## src/rtl/adc_dig_pkg.sv

```systemverilog
// Shared types and thermometer helpers for the ADC digital back-end conditioners.
// Helpers work on words zero-extended to THERMO_MAX_W bits.
package adc_dig_pkg;

    localparam int THERMO_MAX_W = 32;

    typedef enum logic {
        NORMAL = 1'b0,
        OVR    = 1'b1
    } ovr_state_t;

    // A word of the form 0...01...1 has no bit in common with itself plus one.
    function automatic logic is_thermo(input logic [THERMO_MAX_W-1:0] word);
        logic [THERMO_MAX_W-1:0] inc;
        inc = word + 1'b1;
        return (word & inc) == '0;
    endfunction

    function automatic logic [THERMO_MAX_W-1:0] pop_to_thermo(input logic [THERMO_MAX_W-1:0] word);
        logic [THERMO_MAX_W-1:0] res;
        res = '0;
        for (int i = 0; i < THERMO_MAX_W; i++) begin
            if (word[i]) res = {res[THERMO_MAX_W-2:0], 1'b1};
        end
        return res;
    endfunction

endpackage

```

## src/rtl/thermo_majority3.sv

```systemverilog
// 3-input majority bubble filter across neighbouring comparator bits.
// Below bit 0 reads as 1 and above the top bit reads as 0.
module thermo_majority3 #(
    parameter int WIDTH = 14
) (
    input  logic [WIDTH-1:0] i_s,
    output logic [WIDTH-1:0] o_c
);

    logic [WIDTH+1:0] w_pad;

    assign w_pad = {1'b0, i_s, 1'b1};

    for (genvar i = 0; i < WIDTH; i++) begin : g_maj
        assign o_c[i] = (w_pad[i]   & w_pad[i+1]) |
                        (w_pad[i]   & w_pad[i+2]) |
                        (w_pad[i+1] & w_pad[i+2]);
    end

endmodule

```

## src/rtl/adc_thermo_cond.sv

```systemverilog
// Thermometer conditioner for one pipelined-ADC stage: capture, majority filter,
// validate/substitute, error statistics and overrange hysteresis. WIDTH up to 31.
//   state  | meaning
//   NORMAL | dout not in overrange; counting consecutive all-ones outputs
//   OVR    | overrange flagged; counting consecutive non-all-ones outputs
module adc_thermo_cond
    import adc_dig_pkg::*;
#(
    parameter int WIDTH     = 14,
    parameter int ERR_CNT_W = 16,
    parameter int OVR_LIMIT = 4
) (
    input  logic                 clk_p1_delay,
    input  logic                 rst,
    input  logic [WIDTH-1:0]     din,
    input  logic                 hold_en,
    input  logic                 clr_cnt,
    output logic [WIDTH-1:0]     dout,
    output logic                 code_err,
    output logic [ERR_CNT_W-1:0] err_cnt,
    output logic                 ovr
);

    logic [WIDTH-1:0]        r_s, r_c, r_dout, r_last_good, w_c;
    logic                    r_bub, r_code_err, r_ovr;
    logic [ERR_CNT_W-1:0]    r_err_cnt;
    logic [7:0]              r_run, w_run_inc;
    ovr_state_t              r_state;
    logic [THERMO_MAX_W-1:0] w_c_ext, w_pop;
    logic                    w_valid, w_dout_ones, w_run_hit, w_unused;

    thermo_majority3 #(.WIDTH(WIDTH)) u_maj (
        .i_s (r_s),
        .o_c (w_c)
    );

    always_comb begin
        w_c_ext = '0;
        w_c_ext[WIDTH-1:0] = r_c;
    end

    assign w_valid     = is_thermo(w_c_ext);
    assign w_pop       = pop_to_thermo(w_c_ext);
    assign w_unused    = ^{1'b0, w_pop[THERMO_MAX_W-1:WIDTH]};
    assign w_dout_ones = &r_dout;
    assign w_run_inc   = r_run + 8'd1;
    assign w_run_hit   = (w_run_inc == 8'(OVR_LIMIT));

    always_ff @(posedge clk_p1_delay) begin
        if (rst) begin
            r_s         <= '0;
            r_c         <= '0;
            r_bub       <= 1'b0;
            r_dout      <= '0;
            r_last_good <= '0;
            r_code_err  <= 1'b0;
        end else begin
            r_s        <= din;
            r_c        <= w_c;
            r_bub      <= (w_c != r_s);
            r_code_err <= r_bub | ~w_valid;
            if (w_valid) begin
                r_dout      <= r_c;
                r_last_good <= r_c;
            end else if (hold_en) begin
                r_dout <= r_last_good;
            end else begin
                r_dout <= w_pop[WIDTH-1:0];
            end
        end
    end

    // Counts the registered code_err, so it trails code_err by one edge.
    always_ff @(posedge clk_p1_delay) begin
        if (rst || clr_cnt) begin
            r_err_cnt <= '0;
        end else if (r_code_err && !(&r_err_cnt)) begin
            r_err_cnt <= r_err_cnt + 1'b1;
        end
    end

    always_ff @(posedge clk_p1_delay) begin
        if (rst) begin
            r_state <= NORMAL;
            r_run   <= '0;
            r_ovr   <= 1'b0;
        end else begin
            case (r_state)
                NORMAL: begin
                    if (!w_dout_ones) begin
                        r_run <= '0;
                    end else if (w_run_hit) begin
                        r_state <= OVR;
                        r_run   <= '0;
                        r_ovr   <= 1'b1;
                    end else begin
                        r_run <= w_run_inc;
                    end
                end
                OVR: begin
                    if (w_dout_ones) begin
                        r_run <= '0;
                    end else if (w_run_hit) begin
                        r_state <= NORMAL;
                        r_run   <= '0;
                        r_ovr   <= 1'b0;
                    end else begin
                        r_run <= w_run_inc;
                    end
                end
                default: begin
                    r_state <= NORMAL;
                    r_run   <= '0;
                    r_ovr   <= 1'b0;
                end
            endcase
        end
    end

    assign dout     = r_dout;
    assign code_err = r_code_err;
    assign err_cnt  = r_err_cnt;
    assign ovr      = r_ovr;

endmodule

```

## config.mk

```make
export PLATFORM = sky130hd
export DESIGN_NAME = adc_thermo_cond
export DESIGN_NICKNAME = d
export VERILOG_FILES = /design/src/rtl/adc_dig_pkg.sv /design/src/rtl/thermo_majority3.sv /design/src/rtl/adc_thermo_cond.sv
export SDC_FILE = /design/constraint.sdc
export NUM_CORES = 1
export LEC_CHECK = 0
export CORE_ASPECT_RATIO = 1.4
export CORE_UTILIZATION = 25
export DETAILED_ROUTE_END_ITERATION = 7
export HOLD_SLACK_MARGIN = 0.03
export PLACE_DENSITY_LB_ADDON = 0.2
export REMOVE_ABC_BUFFERS = 1
export SLEW_MARGIN = 20
export SYNTH_ARGS = -nofsm -noshare
export SYNTH_HDL_FRONTEND = slang
export SYNTH_HIERARCHICAL = 1
export SYNTH_SLANG_ARGS = --single-unit
```

## constraint.sdc

```tcl
create_clock -name clk_p1_delay -period 3 [get_ports clk_p1_delay]
set_input_delay 0.6 -clock clk_p1_delay [delete_from_list [all_inputs] [get_ports clk_p1_delay]]
set_output_delay 0.6 -clock clk_p1_delay [all_outputs]
set_load 0.005 [all_outputs]
```

==> results of run 1 <==
[registers in the layout, indices dropped and copies added, names as in the netlist, named ones only]
| signal | count |
|---|---|
| code_err | 1 |
| dout | 14 |
| err_cnt | 16 |
| ovr | 1 |
| r_bub | 1 |
| r_c | 14 |
| r_last_good | 14 |
| r_run | 8 |
| r_s | 14 |
[critical path: cells and delay by family, from the launching register on]
| kind | cells | cell delay [ps] |
|---|---|---|
| DFF | 1 | 380 |
| buffers and inverters | 1 | 160 |
| and+or+nand+nor | 4 | 740 |
| AOI/OAI and AO/OA | 6 | 1520 |
[path summary, 6_finish.rpt]
kind	start	endpoint	slack, ps	depth (start not counted)
setup / recovery	r_c[5]$_SDFF_PP0_	dout[5]$_SDFF_PP0_	90	11
hold / removal	r_bub$_SDFF_PP0_	code_err$_SDFF_PP0_	450	2
setup reg to reg	r_c[5]$_SDFF_PP0_	dout[5]$_SDFF_PP0_	90	11
hold reg to reg	r_bub$_SDFF_PP0_	code_err$_SDFF_PP0_	450	2
[repair_timing]
action | CTS | global route
buffers inserted | 1 | 0
pin swaps | 1 | 6
resized for setup | 2 | 19
setup endpoints to repair | 3 | 9
[routing by layer]
| metal | routed length (um) | part of all wire, % |
|---|---|---|
| met1 | 6350 | 42 |
| met2 | 7460 | 50 |
| met3 | 534 | 3.6 |
| met4 | 607 | 4.1 |
| met5 | 0 | 0 |
[synth_stat cells, types with 6 or more instances]
| master | instances |
|---|---|
| a211oi_1 | 11 |
| a21oi_1 | 52 |
| and3_1 | 9 |
| buf_2 | 10 |
| clkbuf_1 | 31 |
| dfxtp_1 | 84 |
| inv_1 | 12 |
| maj3_2 | 12 |
| nand2_1 | 83 |
| nand2b_1 | 6 |
| nand3_1 | 25 |
| nand4_1 | 14 |
| nor2_1 | 61 |
| nor2b_1 | 30 |
| nor3_1 | 20 |
| nor4_1 | 6 |
| o211ai_1 | 10 |
| o21ai_0 | 25 |
| xnor2_1 | 10 |
| xor2_1 | 26 |
[where the power goes]
part | total, mW | switching [mW] | internal, mW
registers | 1.20 | 0.0461 | 1.16
clock network | 1.09 | 0.448 | 0.645
logic | 0.466 | 0.259 | 0.207
[metrics by stage]
stage	total power [mW]	util, %	TNS (ps)
4_1_cts	2.80	32.1	0
2_1_floorplan	1.47	-	0
3_3_place_gp	1.69	30.5	-80.9
5_1_grt	2.90	32.4	-23.9
6_report	2.76	32.4	0
3_5_place_dp	1.69	30.5	-45.1
[layout make-up]
type / instances / area [sq um]
inverter: 13 / 48.8
multi-input combinational: 516 / 3250
clock inverter: 6 / 63.8
timing repair buffer: 99 / 873
fill: 2187 / 13500
clock buffer: 10 / 229
sequential: 84 / 1690
tap: 252 / 315
[cell families after synthesis]
family / share of synthesized area [%]
adders and majority gates: 3.83
xor gates and xnor gates: 6.15
muxes: 1.42
AOI/OAI and AO/OA: 23.1
buffers and inverters: 4.86
DFF: 32.8
and+or+nand+nor: 27.8
==> out/metrics.csv, run 1 <==
stage,metric,value,unit
sta,worst-margin pin slew,696,ps
final_layout,"commonest non-fill, non-tap cell in the layout",nand2_1,
placed_design,routability cong.,0.951,
synth,"FFs w/ async S/R, synth",0,%
synth,cell area after synthesis,5130,sq um
cts,CTS tree,done,
synth,number of flops mapped to enable cells by yosys,0,
worst_setup_path,delay of the slowest critical-path stage,520,ps
sta,highest clock rate,344,MHz
synth,sequential element share of the synthesized area,32.8,%
worst_setup_path,Crit Path Max Fanout,10,
cts,cts hold-fix bufs,0,
power_and_ir_drop,Max IR drop VDD,0.291,mV
status,status,finished clean,
grt,GRT Util Overall,14.5,%
worst_setup_path,CP most frequent cell,nor2_2,
routing,Starting DRT DRC Count,308,
sta,unrepaired setup endpoints after global routing,true,
sta,slew margin rel.,53.5,%
grt,total gr overflow,0,
grt,met1 Use GR,16.8,%
floorplanning,die area,21100,sq um
synth,Main synth FF type,dfxtp_1,
floorplanning,Ports,50,
cts,CTS H-tree depth,3,
cts,Root Driver,clkbuf_16,
final_layout,most frequent cells in the layout,"83 x nand2_1, 80 x dfxtp_1, 58 x nor2_1",
routing,DRC,0,
grt,initial antenna violation count,0,
sta,Final Cycle Share,96.8,%
floorplanning,core area,20000,sq um
final_layout,"non-filler cells, final",980,
grt,global-route wire length before repair,23900,um
grt,met3 Use GR,2.32,%
power_and_ir_drop,Leak,2.31,nW
power_and_ir_drop,PwrDens,427,nW/um^2
worst_setup_path,crit start category,flip-flop,
placed_design,Final HPWL DP,11500,um
routing,first-pass detailed-route iteration total,4,
synth,synth warn,6,
cts,clock insertion delay at the later pin of the skew report,340,ps
routing,post-DR vias/cell,5.13,
sta,endpoints failing hold,0,
synth,"area leader, netlist",dfxtp_1,
synth,Post-Syn Area per Cell,7.78,sq um
worst_setup_path,"Cell Chain, Critical Path","o41a_1, nor4_4, nor2_2, a32oi_1, o311ai_1, nor2_2, buf_4, nand3_1, o21ai_1, a211oi_1, a311o_1",
flow_run,Max Cap Violations,0,
final_layout,cell area after layout,6470,sq um
routing,"antenna viol nets, final",0,
sta,final hold slack,449,ps
grt,met2 GRT Util,25.2,%
worst_hold_path,hold crit path type,reg2reg,
routing,routed wire length,15000,um
floorplanning,Starting Density,25.6,%
synth,Post-Synthesis Cells,659,
floorplanning,die width,123,um
floorplanning,Die Ht,171,um
synth,area share of the leading cell type in the synthesized netlist,32.8,%
cts,TritonCTS buffer count,9,
final_layout,nets@finish,744,
synth,library cells used by synthesis,81,
sta,minimum clock period,2910,ps
placed_design,Placed Cells,963,
cts,CTS Sinks,84,
placed_design,DP Worst Slack,-45.1,ps
cts,CTS max path bufs,2,
placed_design,Port Buffers,49,
grt,number of global-route vias before repair,4805,
routing,Via Count,5028,
final_layout,Syn-to-layout area delta,26.2,%
cts,Worst-path clk slew,60,ps
placed_design,placed cell area,6110,sq um
worst_setup_path,crit path kind,reg2reg,
synth,Seq cells post-synth,84,
final_layout,fraction of layout cells with a size suffix above 1,16.2,%
synth,top post-synthesis cells by area,"dfxtp_1 33%, nand2_1 6.1%, a21oi_1 5.1%",
sta,Final Slew Violations,0,
sta,# setup viols final,0,
floorplanning,row count,61,
sta,Final WS setup,94.7,ps
worst_setup_path,Crit path arrival time,3130,ps
worst_setup_path,Worst Setup End Kind,flip-flop,
sta,clock skew,9.22,ps
routing,Routed WL per cell,15.3,um
worst_setup_path,critical path's slowest cell,o41a_1,
grt,busiest grt layer,met2,
final_layout,Antenna diodes,0,
grt,pin count of the biggest net entering global routing,53,
worst_setup_path,Critical Path RT,3220,ps
Power figures use the tool's default switching activity.
==> inputs of run 2 (changes only) <==
--- a/config.mk
+++ b/config.mk
@@ -6,6 +6,7 @@
 export NUM_CORES = 1
 export LEC_CHECK = 0
 export CORE_ASPECT_RATIO = 1.4
+export CORE_MARGIN = 5
 export CORE_UTILIZATION = 25
 export DETAILED_ROUTE_END_ITERATION = 7
 export HOLD_SLACK_MARGIN = 0.03
==> run 2 against run 1 <==
Net effect:
- clock skew rose by 0.76 ps
- via count up 1.1%
- worst setup slack better by 9.0 ps
- design area is 1.1% higher
- clock-buffer cell count increased by 2
- sequential share of layout area fell by 0.20 points
- power increased by 1.7%
- non-clock buffer count rose by 2
- wire length rose by 2.3%
- sequential cell count is the same
- critical endpoint unchanged
- largest cell class unchanged
- largest power group unchanged
==> out/metrics.csv, run 2 (same netlist as run 1, synthesis figures left out) <==
stage,metric,value,unit,change
routing,Starting DRT DRC Count,290,,was 308
routing,Via Count,5081,,"was 5,028"
status,status,finished clean,,unchanged
final_layout,post-route core utilization,32.2,%,was 32.4%
routing,routed wire length,15300,um,"was 15,000 um"
grt,initial antenna violation count,0,,unchanged
sta,worst-margin pin slew,663,ps,was 696 ps
placed_design,Final HPWL DP,12000,um,"was 11,500 um"
cts,clock insertion delay at the later pin of the skew report,340,ps,about the same
power_and_ir_drop,Reg power frac,42.8,%,was 43.5%
cts,cts hold-fix bufs,0,,unchanged
power_and_ir_drop,Max IR drop VDD,0.283,mV,was 0.291 mV
worst_setup_path,crit path kind,reg2reg,,unchanged
final_layout,fill count,2186,,"was 2,187"
final_layout,nets@finish,746,,was 744
worst_setup_path,critical path's slowest cell,o41a_1,,unchanged
sta,unrepaired setup endpoints after global routing,true,,unchanged
final_layout,"commonest non-fill, non-tap cell in the layout",nand2_1,,unchanged
power_and_ir_drop,Comb power frac,16.3,%,was 16.9%
cts,CTS Sinks,84,,unchanged
sta,Final Cycle Share,96.5,%,was 96.8%
grt,met3 Use GR,1.99,%,was 2.32%
worst_setup_path,Crit path arrival time,3120,ps,was 3130 ps
worst_hold_path,hold crit path type,reg2reg,,unchanged
worst_setup_path,"Cell Chain, Critical Path","buf_8, o41a_1, nor4_4, nor2_2, a22oi_2, o2bb2ai_4, nor4_4, o21ai_0, o21ai_1, a211oi_1, a311o_1",,"was o41a_1, nor4_4, nor2_2, a32oi_1, o311ai_1, nor2_2, buf_4, nand3_1, o21ai_1, a211oi_1, a311o_1"
grt,pin count of the biggest net entering global routing,34,,was 53
cts,CTS tree,done,,unchanged
sta,minimum clock period,2900,ps,was 2910 ps
placed_design,Port Buffers,49,,unchanged
power_and_ir_drop,clock share of power,40.8,%,was 39.6%
grt,busiest grt layer,met2,,unchanged
grt,met1 Use GR,15.4,%,was 16.8%
floorplanning,Die Ht,179,um,was 171 um
sta,Final WS setup,104,ps,was 94.7 ps
placed_design,routability cong.,0.914,,was 0.951
final_layout,Antenna diodes,0,,unchanged
floorplanning,die area,23500,sq um,"was 21,100 sq um"
worst_setup_path,Worst Setup End Kind,flip-flop,,unchanged
worst_setup_path,delay of the slowest critical-path stage,440,ps,was 520 ps
floorplanning,die width,131,um,was 123 um
flow_run,Max Cap Violations,0,,unchanged
sta,slew margin rel.,55.7,%,was 53.5%
floorplanning,Ports,50,,unchanged
routing,"antenna viol nets, final",0,,unchanged
power_and_ir_drop,switching part of the total,26.4,%,was 27.3%
routing,Routed WL per cell,15.5,um,was 15.3 um
cts,Worst-path clk slew,60,ps,about the same
sta,endpoints failing hold,0,,unchanged
routing,first-pass detailed-route iteration total,6,,was 4
floorplanning,Starting Density,25.2,%,was 25.6%
power_and_ir_drop,Leak,2.33,nW,was 2.31 nW
placed_design,DP Worst Slack,35.7,ps,was -45.1 ps
worst_setup_path,Crit Path Max Fanout,6,,was 10
cts,CTS max path bufs,2,,unchanged
sta,# setup viols final,0,,unchanged
routing,DRC,0,,unchanged
power_and_ir_drop,PwrDens,429,nW/um^2,was 427 nW/um^2
worst_setup_path,Top delay family on crit path,compound AO/OA/AOI/OAI gates,,unchanged
grt,GRT Util Overall,13.2,%,was 14.5%
sta,highest clock rate,345,MHz,was 344 MHz
final_layout,max reg flops,16,,unchanged
power_and_ir_drop,Internal,2.07,mW,was 2.01 mW
floorplanning,core area,20300,sq um,"was 20,000 sq um"
floorplanning,row count,62,,was 61
final_layout,Syn-to-layout area delta,27.6,%,was 26.2%
worst_setup_path,CP bufs+invs,1,,unchanged
cts,Root Driver,clkbuf_16,,unchanged
final_layout,fraction of layout cells with a size suffix above 1,16.9,%,was 16.2%
routing,post-DR vias/cell,5.16,,was 5.13
worst_setup_path,Critical Path RT,3220,ps,about the same
worst_setup_path,crit start category,flip-flop,,unchanged
grt,number of global-route vias before repair,4921,,"was 4,805"
power_and_ir_drop,P_sw,743,uW,was 753 uW
worst_setup_path,CP most frequent cell,nor4_4,,was nor2_2
grt,global-route wire length before repair,25200,um,"was 23,900 um"
sta,Final Slew Violations,0,,unchanged
final_layout,most frequent cells in the layout,"83 x nand2_1, 78 x dfxtp_1, 60 x nor2_1",,"was 83 x nand2_1, 80 x dfxtp_1, 58 x nor2_1"
cts,TritonCTS buffer count,9,,unchanged
grt,total gr overflow,0,,unchanged
sta,clock skew,9.98,ps,was 9.22 ps
grt,met2 GRT Util,23.3,%,was 25.2%
cts,CTS H-tree depth,3,,unchanged
## run 2: changes by cell type in the layout (fill, tap and decap cells not counted), sizes merged
cell	previous run	this run
clkbuf	10	12
clkinv	3	1
inv	13	12
buf	51	53
## run 2: power groups by stage
| stage | Sequential (mW) | Combinational (mW) | Clock (mW) |
|---|---|---|---|
| after floorplan | 1.23 | 0.236 | 0 |
| after global placement | 1.23 | 0.445 | 0 |
| after detailed placement | 1.23 | 0.446 | 0 |
| after CTS | 1.20 | 0.447 | 1.18 |
| after global routing | 1.21 | 0.508 | 1.24 |
| final | 1.20 | 0.459 | 1.15 |
## run 2: area by class of cell
| cell class | instances | area [sq um] | area share, % |
|---|---|---|---|
| sequential | 84 | 1700 | 25.9 |
| multi-input combinational | 516 | 3270 | 50.0 |
| clock inverter | 3 | 45.0 | 0.689 |
| inverter | 13 | 48.8 | 0.746 |
| clock buffer | 12 | 267 | 4.07 |
| tap | 256 | 320 | 4.90 |
| timing repair buffer | 101 | 891 | 13.6 |
## run 2: what timing repair did
item	4_1_cts	5_1_grt
endpoints found under the setup margin	0	10
setup buffers	0	10
gates resized for setup	0	28
## run 2: per-layer routing
layer / up-vias / share of wire, %
met5: - / 0
met4: 0 / 2.9
met1: 2391 / 41
met3: 40 / 4.1
met2: 141 / 52
li1: 2509 / -
## run 2: path summary, 6_finish.rpt
check                     from                   to  slack, ps  cells after the start
max          r_c[5]$_SDFF_PP0_   dout[5]$_SDFF_PP0_        100                     11
min           r_bub$_SDFF_PP0_  code_err$_SDFF_PP0_        440                      2
max reg2reg  r_c[5]$_SDFF_PP0_   dout[5]$_SDFF_PP0_        100                     11
min reg2reg   r_bub$_SDFF_PP0_  code_err$_SDFF_PP0_        440                      2
## run 2: tightest hold or removal path, stage by stage, from the launching register on
cell,delay (ps)
dfxtp_1,310
nor2_1,40
nor2_1,60
## run 2: through the flow
step | power (mW) | hold slack, ps | cells | TNS [ps] | instance area, sq um
global placement | 1.67 | 434 | 960 | 0 | 6050
global route | 2.96 | 470 | 985 | -90.5 | 6540
floorplan | 1.47 | 416 | 613 | 0 | 4930
finish | 2.81 | 442 | 985 | 0 | 6540
detailed placement | 1.68 | 436 | 960 | 0 | 6050
CTS | 2.83 | 451 | 975 | 0 | 6360
==> edit 1: new RTL, settings of run 2 <==
Set the parameter `ERR_CNT_W` to 32 (it was 16).
--- a/src/rtl/adc_thermo_cond.sv
+++ b/src/rtl/adc_thermo_cond.sv
@@ -8,5 +8,5 @@
 #(
     parameter int WIDTH     = 14,
-    parameter int ERR_CNT_W = 16,
+    parameter int ERR_CNT_W = 32,
     parameter int OVR_LIMIT = 4
 ) (
Ports: changed (resized err_cnt); port bits go from 50 to 66. No check against the original RTL was run, so the function may have changed too.
==> edit 1 against run 2 <==
Maximum frequency shrank 0.78%; synthesized cell count grew 12%; total power increased by 10%; sequential cell count rose by 16; worst setup slack got worse by 0.023 ns; synthesized area up 15%; final area grew 16%; sequential power increased by 18%; highest routed layer unchanged; wire length is 14% higher; critical endpoint is now dout[4]; global-route usage shrank 0.26 points.
==> edit 1: results (changes against run 2) <==
Status = finished clean (unchanged)
Leak = 0.00260 µW (was 0.00233 µW)
Synth unique cells = 82 (was 81)
Reg power frac = 0.456 (was 0.428)
HPWL after detailed placement = 13.5 mm (was 12.0 mm)
Most frequent cells after synthesis = 100 x dfxtp_1, 81 x nand2_1, 80 x nor2_1 (was 84 x dfxtp_1, 83 x nand2_1, 61 x nor2_1)
Maximum number of pins on one net before global-route repair = 38 (was 34)
CP max stage delay = 0.52 ns (was 0.44 ns)
Internal power = 2290 µW (was 2070 µW)
Vias = 5503 (was 5081)
Placed Cells = 1104 (was 960)
Pre-CTS WS = -0.0781 ns (was 0.0357 ns)
CP max stage cell = or4_4 (was o41a_1)
Fin area = 7620 µm² (was 6540 µm²)
Buffers on Ports = 65 (was 49)
Clock skew = 0.00494 ns (was 0.00998 ns)
Number of global-route vias before repair = 5234 (was 4921)
Worst-Margin Slew = 0.657 ns (was 0.663 ns)
Gpl congestion = 0.822 (was 0.914)
VDD IR max = 0.258 mV (was 0.283 mV)
Mapped Avg Cell Area = 8.02 µm² (was 7.78 µm²)
Worst r2r src = r_c[3] (was r_c[5])
Number of flip-flops in the largest register = 32 (was 16)
Gr usage total = 0.129 (was 0.132)
Fill cells = 2562 (was 2186)
Global-route wire length before repair = 28.0 mm (was 25.2 mm)
Number of nets in the layout = 837 (was 746)
Critical path arrival = 3.15 ns (was 3.12 ns)
edit 1: area by class of cell:
type,instances,share of cell area
Clock buffer,11,0.0332
Tap cell,306,0.0503
Inverter,12,0.00591
Clock inverter,4,0.00640
Multi-Input combinational cell,574,0.499
Timing Repair Buffer,119,0.141
Sequential cell,100,0.265
edit 1: what timing repair did:
| item | CTS | global route |
|---|---|---|
| hold endpoints to repair | 0 | 0 |
| cloned | 0 | 1 |
| resized for setup | 4 | 32 |
| setup endpoints to repair | 2 | 10 |
| pin swaps | 5 | 16 |
| buffers inserted | 1 | 5 |
edit 1: final timing paths:
path	end	slack (ns)	depth (start not counted)
max	dout[4]	0.08	10
min reg2reg	code_err	0.45	2
min	code_err	0.45	2
max reg2reg	dout[4]	0.08	10
edit 1: logic make-up (layout without fill, tap and decap cells):
group,Yosys count,count (layout),synth area share
and+or+nand+nor,325,325,0.280
AOI/OAI and AO/OA,174,174,0.216
DFF,100,100,0.338
buffers and inverters,64,146,0.0455
xor gates and xnor gates,48,48,0.0711
adders and majority gates,16,17,0.0311
muxes,10,10,0.0178
edit 1: power groups by stage:
stage                     Clock (µW)  Combinational, µW  Sequential, µW
after global routing            1270                571            1420
after CTS                       1220                504            1410
final                           1170                518            1410
after detailed placement           0                500            1440
after global placement             0                501            1440
after floorplan                    0                261            1450
edit 1: per-layer routing:
metal,wire length (µm),part of all wire,track usage
met5,0,0,0
met4,333,0.019,0.0414
met3,599,0.034,0.0204
met2,9260,0.53,0.234
met1,7210,0.41,0.155
edit 1: stage by stage:
| stage | power [µW] | hold slack, ns |
|---|---|---|
| after detailed placement | 1940 | 0.442 |
| after global routing | 3260 | 0.472 |
| final | 3100 | 0.452 |
| after global placement | 1940 | 0.440 |
| after CTS | 3130 | 0.454 |
| after floorplan | 1710 | 0.416 |
edit 1: critical path: cells and delay by family, from the launching register on:
family / cells / cell delay (ns)
compound gates: 8 / 1.84
simple gates: 2 / 0.59
flops: 1 / 0.37
==> edit 2: new RTL, settings of run 2 <==
Without the edit above. Register the output `dout` once more, without a reset; this adds one clock of latency there. The other outputs are not delayed to match.
--- a/src/rtl/adc_thermo_cond.sv
+++ b/src/rtl/adc_thermo_cond.sv
@@ -118,5 +118,7 @@
     end
 
-    assign dout     = r_dout;
+    always_ff @(posedge clk_p1_delay) begin
+        dout <= r_dout;
+    end
     assign code_err = r_code_err;
     assign err_cnt  = r_err_cnt;
Behaviour: not the same (a bounded check fails within 4 cycles, from zero or initial values and one cycle with rst high).
==> edit 2 against run 2 <==
Combinational power increased by 21%; sequential cell count is 14 higher; sequential share of layout area increased by 1.2 points; final cell count up 9.2%; sequential power rose by 16%; clock power is 7% higher; wire length is 13% higher; worst setup slack gained 0.00083 ns; total power rose by 13%; final area increased by 11%; synthesized area is 9.8% higher; highest routed layer unchanged.
==> edit 2: results (changes against run 2) <==
Status = finished clean (unchanged)
Fill cells = 2396 (was 2186)
DRT Wirelength = 17.4 mm (was 15.3 mm)
Gr usage total = 0.140 (was 0.132)
VDD IR max = 0.269 mV (was 0.283 mV)
Minimum clock period = 2.90 ns (about the same)
Pre-CTS WS = -0.0287 ns (was 0.0357 ns)
DR pass1 iterations = 4 (was 6)
Number of nets in the layout = 791 (was 746)
Non-clk bufs = 119 (was 101)
WL met3 = 575 µm (was 632 µm)
Gpl congestion = 0.877 (was 0.914)
Vias per cell = 4.91 (was 5.16)
CP max stage cell = o41a_4 (was o41a_1)
Synth area leaders = dfxtp_1 35%, xor2_1 4.5%, nor2_1 4.4% (was dfxtp_1 33%, nand2_1 6.1%, a21oi_1 5.1%)
Latest clock arrival within the worst-skew pair = 0.37 ns (was 0.34 ns)
CTS resizes = 1 (was 0)
Pwr Density = 438 nW/µm² (was 429 nW/µm²)
CP max stage delay = 0.46 ns (was 0.44 ns)
Placed instance area = 6820 µm² (was 6050 µm²)
HPWL after detailed placement = 13.5 mm (was 12.0 mm)
Number of non-clock inverters = 17 (was 13)
Leak = 0.00257 µW (was 0.00233 µW)
Routed len/inst = 16.1 µm (was 15.5 µm)
Combinational Power = 555 µW (was 459 µW)
Synth unique cells = 88 (was 81)
Placed Cells = 1057 (was 960)
Number of global-route vias before repair = 5258 (was 4921)
Multi-In Gates = 525 (was 516)
CLK BUF = 9 (was 12)
Metal2 WL = 9.15 mm (was 7.96 mm)
Global-route wire length before repair = 28.3 mm (was 25.2 mm)
Layout cells sized above 1 = 0.200 (was 0.169)
Internal power = 2260 µW (was 2070 µW)
FF-to-FF End = r_dout[5] (was dout[5])
Seq cells = 98 (was 84)
Min-delay src = r_dout[1] (was r_bub)
Sequential power = 1390 µW (was 1200 µW)
Sequential share of the synthesized area = 0.348 (was 0.328)
Clock-cell share = 0.0424 (was 0.0476)
Area grow syn2layout = 29.0% (was 27.6%)
DRT met1 WL = 6.92 mm (was 6.27 mm)
Fraction of area in registers = 0.271 (was 0.259)
Area of the multi-input gates = 3500 µm² (was 3270 µm²)
Slew headroom = 0.464 (was 0.557)
Register cell area after layout = 1970 µm² (was 1700 µm²)
Worst setup path class = reg2reg (unchanged)
Met3 Resource Use GR = 0.0244 (was 0.0199)
M2 GR Usage = 0.250 (was 0.233)
Maximum number of pins on one net before global-route repair = 50 (was 34)
Worst r2r src = r_c[4] (was r_c[5])
Crit-path max FO = 13 (was 6)
Met1 GRT Util = 0.158 (was 0.154)
Most frequent cells after synthesis = 98 x dfxtp_1, 66 x nor2_1, 64 x nand2_1 (was 84 x dfxtp_1, 83 x nand2_1, 61 x nor2_1)
NonClk Buf Share = 0.144 (was 0.136)
First DRT Iteration DRCs = 228 (was 290)
Critical path arrival = 3.14 ns (was 3.12 ns)
Mapped Avg Cell Area = 8.17 µm² (was 7.78 µm²)
## edit 2: cell types whose count changed after synthesis, moves of 5 or more
cell and delta:
o31ai_1 +8, dfxtp_1 +14, nand3_1 +12, nand2_1 -19, clkbuf_1 -5, nand4_1 -5
a21oi_1 -12, nor2_1 +5, buf_1 +6
## edit 2: how the worst min path moves through the flow
| stage | end | cells past startpoint | slack, ns |
|---|---|---|---|
| finish | dout[1] | 0 | 0.35 |
| global placement | dout[1] | 0 | 0.34 |
| global route | dout[2] | 0 | 0.37 |
| detailed placement | dout[1] | 0 | 0.35 |
| floorplan | dout[1] | 0 | 0.33 |
| CTS | dout[1] | 0 | 0.36 |
## edit 2: logic make-up after synthesis
group	count (synthesis)	synth area share
AND/OR/NAND/NOR	281	0.254
AO/OA/AOI/OAI	182	0.240
flip-flops	98	0.348
buffers and inverters	66	0.0511
multiplexers	6	0.0109
XOR/XNOR	39	0.0607
adder cells (fa/ha/maj)	17	0.0351
